==> src/rtl/fp_addsub_sched.sv <==
// fp_addsub_sched
// Two requesters share one combinational FP add/sub datapath through this
// sequencer. An accepted request is registered and unpacked onto the dp_*
// outputs. Those outputs are held for EXEC_CYCLES cycles. The datapath result
// is then captured and returned with the requester id and tag.
//
// Ports:
//   clk, reset                  clock, synchronous active-high reset
//   reqN_valid/ready            per-requester handshake (N = 0, 1)
//   reqN_op/a/b/tag             per-requester payload: op 0=add 1=sub,
//                               packed single-precision operands, tag
//   dp_opcode, dp_sign/exp/sig  unpacked operands driven to the datapath
//   dp_fp_out, dp_err           datapath result and error code
//   rsp_valid/ready             response handshake
//   rsp_result/err/id/tag       captured result, error, requester index, tag
//   busy                        high whenever the sequencer is not idle
//   done_count                  completed responses, wraps at 2^CNT_W
module fp_addsub_sched #(
  parameter int unsigned TAG_W       = 4,
  parameter int unsigned EXEC_CYCLES = 2,
  parameter int unsigned CNT_W       = 16
) (
  input  logic             clk,
  input  logic             reset,
  input  logic             req0_valid,
  output logic             req0_ready,
  input  logic             req0_op,
  input  logic [31:0]      req0_a,
  input  logic [31:0]      req0_b,
  input  logic [TAG_W-1:0] req0_tag,
  input  logic             req1_valid,
  output logic             req1_ready,
  input  logic             req1_op,
  input  logic [31:0]      req1_a,
  input  logic [31:0]      req1_b,
  input  logic [TAG_W-1:0] req1_tag,
  output logic             dp_opcode,
  output logic             dp_sign1,
  output logic [7:0]       dp_exp1,
  output logic [22:0]      dp_sig1,
  output logic             dp_sign2,
  output logic [7:0]       dp_exp2,
  output logic [22:0]      dp_sig2,
  input  logic [31:0]      dp_fp_out,
  input  logic [2:0]       dp_err,
  output logic             rsp_valid,
  input  logic             rsp_ready,
  output logic [31:0]      rsp_result,
  output logic [2:0]       rsp_err,
  output logic             rsp_id,
  output logic [TAG_W-1:0] rsp_tag,
  output logic             busy,
  output logic [CNT_W-1:0] done_count
);

  typedef enum logic [1:0] {
    IDLE = 2'd0,
    EXEC = 2'd1,
    RESP = 2'd2
  } state_e;

  // The settle counter is 4 bits wide, which covers EXEC_CYCLES up to 15.
  localparam logic [3:0] CNT_INIT = 4'(EXEC_CYCLES - 1);

  state_e           state_q;
  logic [3:0]       cnt_q;
  logic             last_grant_q;
  logic             op_q;
  logic [31:0]      a_q;
  logic [31:0]      b_q;
  logic [TAG_W-1:0] tag_q;
  logic             id_q;
  logic [31:0]      result_q;
  logic [2:0]       err_q;
  logic [CNT_W-1:0] done_q;

  logic             grant_vld_d;
  logic             grant_id_d;

  // On a tie, grant the requester that did not win last time. last_grant
  // resets to 1, so requester 0 wins the first tie. Ready is suppressed
  // during the reset cycle.
  always_comb begin
    grant_vld_d = 1'b0;
    grant_id_d  = 1'b0;
    if ((state_q == IDLE) && !reset) begin
      if (req0_valid && req1_valid) begin
        grant_vld_d = 1'b1;
        grant_id_d  = ~last_grant_q;
      end else if (req0_valid) begin
        grant_vld_d = 1'b1;
        grant_id_d  = 1'b0;
      end else if (req1_valid) begin
        grant_vld_d = 1'b1;
        grant_id_d  = 1'b1;
      end
    end
  end

  assign req0_ready = grant_vld_d && !grant_id_d;
  assign req1_ready = grant_vld_d && grant_id_d;

  always_ff @(posedge clk) begin
    if (reset) begin
      state_q      <= IDLE;
      cnt_q        <= 4'd0;
      last_grant_q <= 1'b1;
      op_q         <= 1'b0;
      a_q          <= 32'd0;
      b_q          <= 32'd0;
      tag_q        <= '0;
      id_q         <= 1'b0;
      result_q     <= 32'd0;
      err_q        <= 3'd0;
      done_q       <= '0;
    end else begin
      case (state_q)
        IDLE: begin
          if (grant_vld_d) begin
            op_q         <= grant_id_d ? req1_op  : req0_op;
            a_q          <= grant_id_d ? req1_a   : req0_a;
            b_q          <= grant_id_d ? req1_b   : req0_b;
            tag_q        <= grant_id_d ? req1_tag : req0_tag;
            id_q         <= grant_id_d;
            last_grant_q <= grant_id_d;
            cnt_q        <= CNT_INIT;
            state_q      <= EXEC;
          end
        end
        EXEC: begin
          // Sample the datapath in the last settle cycle, so the result
          // reflects operands that have been stable for EXEC_CYCLES cycles.
          if (cnt_q == 4'd0) begin
            result_q <= dp_fp_out;
            err_q    <= dp_err;
            state_q  <= RESP;
          end else begin
            cnt_q <= cnt_q - 4'd1;
          end
        end
        RESP: begin
          if (rsp_ready) begin
            done_q  <= done_q + CNT_W'(1);
            state_q <= IDLE;
          end
        end
        default: state_q <= IDLE;
      endcase
    end
  end

  // The operand registers change only on accept, so the datapath inputs and
  // the echoed id/tag stay stable through EXEC and RESP.
  assign dp_opcode  = op_q;
  assign dp_sign1   = a_q[31];
  assign dp_exp1    = a_q[30:23];
  assign dp_sig1    = a_q[22:0];
  assign dp_sign2   = b_q[31];
  assign dp_exp2    = b_q[30:23];
  assign dp_sig2    = b_q[22:0];

  assign rsp_valid  = (state_q == RESP);
  assign rsp_result = result_q;
  assign rsp_err    = err_q;
  assign rsp_id     = id_q;
  assign rsp_tag    = tag_q;
  assign busy       = (state_q != IDLE);
  assign done_count = done_q;

endmodule

==> config.mk <==
export PLATFORM = sky130hd
export DESIGN_NAME = fp_addsub_sched
export DESIGN_NICKNAME = d
export VERILOG_FILES = /design/src/rtl/fp_addsub_sched.sv
export SDC_FILE = /design/constraint.sdc
export NUM_CORES = 1
export LEC_CHECK = 0
export CAP_MARGIN = 10
export CORE_MARGIN = 5
export CORE_UTILIZATION = 34
export DETAILED_ROUTE_END_ITERATION = 7
export MAX_ROUTING_LAYER = met4
export PLACE_DENSITY = 0.82
export SLEW_MARGIN = 20
export SYNTH_ARGS = -nofsm -noshare
export SYNTH_HDL_FRONTEND = slang
export SYNTH_SLANG_ARGS = --single-unit
==> constraint.sdc <==
create_clock -name clk -period 1.5 [get_ports clk]
set_clock_uncertainty 0.1 [all_clocks]
set_input_delay 0.225 -clock clk [delete_from_list [all_inputs] [get_ports clk]]
set_output_delay 0.225 -clock clk [all_outputs]
set_load 0.005 [all_outputs]
==> results.py, run 1 <==
metrics = {
    "run_status": {
        "outcome": "finished with violations",
        "failed_checks": "setup timing",
    },
    "synthesis": {
        "async_flop_share_pct": 0,
        "syn_nets": 802,
        "syn_area_per_cell_sq_um": 8.335,
        "synth_seq_cells": 128,
        "ys_types": 46,
        "netlist_area_sq_mm": 0.005176,
        "synth-main-ff-cell": "dfxtp_1",
        "synthCells": 621,
        "synth_warnings": 0,
        "synth_seq_area_share_pct": 49.50,
        "synth_edf_count": 0,
    },
    "clock_tree": {
        "cts_buffers": 17,
        "root_buffer": "clkbuf_16",
        "cts_sinks": 128,
        "cts_tree": "done",
        "insertion_delay_ps": 410,
        "clk_path_buf_depth": 2,
        "cts_max_level": 4,
        "cts.clk_slew.worst_paths_ps": 60,
    },
    "hold_path": {
        "hp-class": "in2reg",
        "min_path_cells": 3,
    },
    "worst_setup_path": {
        "required_ps": 1730,
        "path_delay_family": "simple AND/OR/NAND/NOR gates",
        "critPathBufInv": 3,
        "cp.depth": 8,
        "crit_path_end_kind": "register",
        "crit_path_start_kind": "register",
        "path_max_fanout": 8,
        "r2r_cells": 8,
        "max_stage_delay_ps": 390,
        "crit_type": "reg2reg",
        "cp_cell_sequence": "inv_2, ha_4, or3b_4, nor2_4, buf_12, buf_16, nand2_2, a21oi_2",
        "crit_path_top_delay_cell": "or3b_4",
        "arrival_ps": 2020,
    },
    "job": {
        "maxCapViolCount": 0,
    },
    "pwr": {
        "leakage_nw": 4.563,
        "power_density_mw_per_mm2": 1068,
        "vdd_drop_max_mv": 0.7315,
    },
    "sta": {
        "fin_crit_ps": 1788,
        "max_slew.worst_pin.slew_ps": 792.6,
        "rsz0062_at_grt": "yes",
        "fin_setup_tns_ps": -21420,
        "fmax_mhz": 559.4,
        "hold_viol_final": 0,
        "setup_viol": 122,
        "fin_ws_ps": -287.6,
        "finalCritPeriodShare_pct": 119.2,
        "slew_headroom_pct": 47.16,
        "drv_slew": 0,
    },
    "die": {
        "row_count": 45,
        "start_util_pct": 34.30,
        "fp.dieH_um": 133.4,
        "die_x_um": 133.4,
        "dieArea_sq_mm": 0.01779,
        "core_sq_mm": 0.01509,
        "ioPinCount": 303,
    },
    "routing": {
        "first_pass_iters": 5,
        "antenna_left": 0,
        "drtIter0Drc": 241,
        "vias": 6090,
        "avgRoutedWirePerCell_um": 18.63,
        "vias_per_cell": 5.152,
        "drc_errors": 0,
        "wl_mm": 22.02,
    },
    "global_route": {
        "track_usage_pct": 22.05,
        "grt_pass1_vias": 5938,
        "grt-ovfl-total": 0,
        "antenna_found_initial": 0,
        "grt_pass1_wl_mm": 30.47,
        "grt_max_degree": 53,
    },
    "final_layout": {
        "nets": 1163,
        "layout-drive-gt1-share_pct": 27.46,
        "syn_to_final_growth_pct": 100.8,
        "antennaDiodeCount": 0,
        "fillCellCount": 1105,
        "post-route-util_pct": 68.89,
    },
    "placed_design": {
        "gp_congestion": 0.8282,
        "place_hpwl_mm": 13.64,
        "portBuffers": 302,
    },
}
==> layer usage <==
metal | track usage [%] | wire length (um) | vias to the layer above
met5 | - | 0 | -
li1 | - | - | 2882
met4 | 7.600 | 726 | 0
met2 | 39.11 | 11460 | 275
met3 | 5.551 | 1574 | 48
met1 | 24.05 | 8264 | 2885
==> per-stage QoR <==
| step | cell area (sq um) | hold slack [ps] | power (mW) | std cells | setup slack, ps |
|---|---|---|---|---|---|
| final | 10400 | 259.8 | 11.10 | 1182 | -287.6 |
| after global routing | 10400 | 250.7 | 11.55 | 1182 | -346.8 |
| after CTS | 9644 | 247.8 | 10.60 | 1168 | -275.3 |
| after detailed placement | 8768 | 346.9 | 6.269 | 1123 | -453.7 |
| after global placement | 8768 | 341.2 | 6.227 | 1123 | -440.6 |
| after floorplan | 5218 | 261.0 | 4.827 | 621 | -135.9 |
==> final cells by class <==
class / count / area, sq um / share of cell area (%)
Timing Repair Buffer: 387 / 3901 / 37.53
Inverter: 6 / 25.02 / 0.2407
Sequential cell: 128 / 2584 / 24.86
Clock buffer: 22 / 494.2 / 4.754
Tap cell: 188 / 235.2 / 2.263
Clock inverter: 9 / 106.4 / 1.023
Multi-Input combinational cell: 442 / 3049 / 29.33
==> state kept, by name, indices dropped and copies added, names as in the netlist <==
register	cells
a_q	32
b_q	32
cnt_q	4
done_count	16
dp_opcode	1
last_grant_q	1
rsp_err	3
rsp_id	1
rsp_result	32
rsp_tag	4
state_q	2
==> timing repair <==
action / 4_1_cts / 5_1_grt
buffers inserted: 9 / 10
gates resized for setup: 198 / 139
pin swaps: 18 / 80
endpoints found under the setup margin: 242 / 130
hold buffers: 0 / 0
cloned: 5 / 7
==> worst min-delay path, stage by stage <==
cell,delay (ps)
clkdlybuf4s50_1,390
nand2_1,50
a21oi_1,50
==> cells in the final DEF (no fill, tap or decap), drive strengths merged, types with 2 or more instances in the layout <==
cell	count
clkinvlp	3
clkbuf	27
bufinv	2
mux2	3
or3	4
xnor2	3
clkinv	4
a21oi	81
dfxtp	128
a22oi	38
a311oi	31
nand4	4
nand2	175
and4	2
nand3	8
clkdlybuf4s50	176
xor2	6
ha	3
nor3b	2
nor2	47
nor2b	4
nor3	7
buf	84
nand3b	2
o21ai	5
inv	6
dlygate4sd2	120
nand2b	3
==> cells by family after synthesis <==
| kind of cell | after synthesis | share of synthesized area [%] |
|---|---|---|
| compound gates | 162 | 20.23 |
| xor+xnor | 9 | 1.523 |
| fa+ha+maj | 3 | 0.7252 |
| simple gates | 264 | 22.60 |
| mux | 4 | 0.8460 |
| flops | 128 | 49.50 |
| buf+inv | 51 | 4.569 |
==> cells in the mapped netlist (2+ instances only) <==
master | count | share of area [%]
nand2_1 | 175 | 13
dfxtp_1 | 128 | 50
a21oi_1 | 81 | 7.8
nor2_1 | 46 | 3.3
a22oi_1 | 38 | 5.5
a311oi_1 | 31 | 5.2
clkbuf_1 | 21 | 1.5
buf_2 | 18 | 1.7
nand3_1 | 7 | 0.68
buf_4 | 6 | 0.87
nor3_1 | 6 | 0.58
xor2_1 | 6 | 1.0
inv_1 | 5 | 0.36
nor2b_1 | 4 | 0.48
o21ai_0 | 4 | 0.39
or3_1 | 4 | 0.48
ha_1 | 3 | 0.73
mux2_1 | 3 | 0.65
nand2b_1 | 3 | 0.36
nand4_1 | 3 | 0.36
xnor2_1 | 3 | 0.51
and4_1 | 2 | 0.34
==> worst paths after layout <==
kind | start | end | slack, ps
setup / recovery | cnt_q[1]$_SDFFE_PP0P_ | rsp_err[1]$_SDFFE_PP0P_ | -290
hold / removal | req0_a[19] | a_q[19]$_SDFFE_PP0P_ | 260
setup reg to reg | cnt_q[1]$_SDFFE_PP0P_ | rsp_err[1]$_SDFFE_PP0P_ | -290
hold reg to reg | rsp_err[0]$_SDFFE_PP0P_ | rsp_err[0]$_SDFFE_PP0P_ | 360
==> power by group <==
part	switching [mW]	total (mW)	internal (mW)
sequential	0.171	3.88	3.71
clock	1.54	4.20	2.65
combinational	1.36	3.02	1.67
No activity file was read; power rests on OpenSTA's default activity.
==> run 2: changes to the inputs <==
Settings changed: HOLD_SLACK_MARGIN from default to 0.05, MAX_ROUTING_LAYER met4 to default.
==> run 2 against run 1 <==
The flow still finishes with violations (setup timing). Total power down 0.35%. Clock power hardly changed. Register-to-register slack improved by 30 ps. Final area fell by 0.24%. Routed wire length fell by 0.76%. Die area unchanged. Global-route usage shrank 0.68 points. Largest cell class unchanged. Largest power group unchanged.
==> results.py, run 2 (synthesized netlist as in run 1, its figures left out) <==
metrics = {
    "global_route": {
        "grt-ovfl-total": 0,
        "grt_max_degree": 53,
        "antenna_found_initial": 0,
        "grt_pass1_wl_mm": 30.50,
        "grt_pass1_vias": 5920,
        "track_usage_pct": 21.38,
    },
    "sta": {
        "hold_viol_final": 0,
        "max_slew.worst_pin.slew_ps": 772.8,
        "fmax_mhz": 569.1,
        "finalCritPeriodShare_pct": 117.1,
        "fin_crit_ps": 1757,
        "fin_ws_ps": -257.0,
        "setup_viol": 121,
        "drv_slew": 0,
        "rsz0062_at_grt": "yes",
        "worst_hold_slack_ps": 260.0,
        "slew_headroom_pct": 48.48,
        "fin_setup_tns_ps": -21030,
    },
    "placed_design": {
        "portBuffers": 302,
        "gp_congestion": 0.8098,
        "dp_slack_ps": -453.7,
        "dp_cells": 1123,
        "place_hpwl_mm": 13.64,
        "place_area_sq_mm": 0.008768,
    },
    "pwr": {
        "leakage_nw": 4.560,
        "power_density_mw_per_mm2": 1067,
        "vdd_drop_max_mv": 0.7416,
        "total_power_mw": 11.06,
    },
    "final_layout": {
        "layout-drive-gt1-share_pct": 26.96,
        "final_common_cell": "clkdlybuf4s50_1",
        "fillCellCount": 1114,
        "post-route-util_pct": 68.72,
        "syn_to_final_growth_pct": 100.3,
        "antennaDiodeCount": 0,
        "final_area_sq_mm": 0.01037,
        "layout_common_cells": "clkdlybuf4s50_1 (176), nand2_1 (138), dlygate4sd2_1 (120), dfxtp_1 (112), buf_4 (48)",
        "layoutNonFillerInstCount": 1182,
        "nets": 1163,
    },
    "worst_setup_path": {
        "max_stage_delay_ps": 390,
        "timing.rr.end": "rsp_result[7]$_SDFFE_PP0P_",
        "r2r_slack_ps": -260,
        "cp_cell_sequence": "inv_2, ha_4, or3b_4, nor2_4, buf_12, buf_16, nand2_2, a21oi_2",
        "r2r_start": "cnt_q[1]$_SDFFE_PP0P_",
        "path_delay_family": "simple AND/OR/NAND/NOR gates",
        "path_max_fanout": 8,
        "r2r_cells": 8,
        "required_ps": 1740,
        "crit_type": "reg2reg",
        "crit_path_top_delay_cell": "or3b_4",
        "crit_path_start_kind": "register",
        "crit_path_end_kind": "register",
        "critPathBufInv": 3,
        "arrival_ps": 2000,
    },
    "clock_tree": {
        "cts_tree": "done",
        "clk_path_buf_depth": 2,
        "cts_sinks": 128,
        "cts.clk_slew.worst_paths_ps": 60,
        "cts_max_level": 4,
        "insertion_delay_ps": 410,
        "cts_buffers": 17,
        "root_buffer": "clkbuf_16",
    },
    "routing": {
        "vias": 6023,
        "avgRoutedWirePerCell_um": 18.49,
        "vias_per_cell": 5.096,
        "wl_mm": 21.85,
        "first_pass_iters": 5,
        "drtIter0Drc": 212,
        "antenna_left": 0,
        "drc_errors": 0,
    },
    "die": {
        "die_x_um": 133.4,
        "core_sq_mm": 0.01509,
        "fp.dieH_um": 133.4,
        "dieArea_sq_mm": 0.01779,
        "row_count": 45,
        "start_util_pct": 34.30,
        "ioPinCount": 303,
    },
    "hold_path": {
        "min_path_cells": 3,
        "min_to": "a_q[19]$_SDFFE_PP0P_",
        "min_from": "req0_a[19]",
        "hp-class": "in2reg",
    },
    "job": {
        "maxCapViolCount": 0,
    },
    "run_status": {
        "failed_checks": "setup timing",
        "outcome": "finished with violations",
    },
}
run 2: cell counts in the layout (fill, tap and decap cells not counted):
No cell type changed its count.
run 2: worst register-to-register path, delay by kind of cell (launching register included):
family	cells	cell delay [ps]
DFF	1	320
and+or+nand+nor	3	630
buffers and inverters	3	390
AOI/OAI and AO/OA	1	140
adders and majority gates	1	130
run 2: report_power, final:
group | internal [mW] | leakage [nW] | total (mW) | switching [mW]
Clock | 2.65 | 0.290 | 4.19 | 1.53
Combinational | 1.66 | 3.22 | 3.00 | 1.34
Sequential | 3.71 | 1.05 | 3.88 | 0.171
run 2: worst max-delay path by stage:
stage	from	slack [ps]	endpoint	cells past startpoint
detailed placement	rsp_ready	-450	done_count[11]$_SDFFE_PP0P_	6
floorplan	state_q[0]$_SDFFE_PP0P_	-140	done_count[15]$_SDFFE_PP0P_	4
CTS	state_q[0]$_SDFFE_PP0P_	-280	req1_ready	6
global placement	rsp_ready	-440	done_count[11]$_SDFFE_PP0P_	6
finish	cnt_q[1]$_SDFFE_PP0P_	-260	rsp_result[7]$_SDFFE_PP0P_	8
global route	state_q[0]$_SDFFE_PP0P_	-330	req1_ready	6
run 2: metal layers:
layer / GRT usage, % / up-vias / part of all wire [%]
met2: 39.31 / 260 / 53
met1: 22.74 / 2844 / 37
met5: 0 / - / 0
met3: 7.289 / 38 / 7.9
met4: 7.429 / 0 / 2.5
li1: - / 2881 / -
run 2: cell type report:
class                      instances  area, sq um  area share, %
clock inverter                     9        106.4          1.026
multi-input combinational        442         3025          29.17
timing repair buffer             387         3901          37.62
sequential                       128         2582          24.90
clock buffer                      22        494.2          4.766
inverter                           6        25.02         0.2413
tap                              188        235.2          2.268
run 2: what timing repair did:
action,CTS,global route
gates cloned,5,7
buffers inserted,9,10
pin swaps,18,79
setup endpoints to repair,242,129
hold buffers,0,0
gates resized for setup,198,134
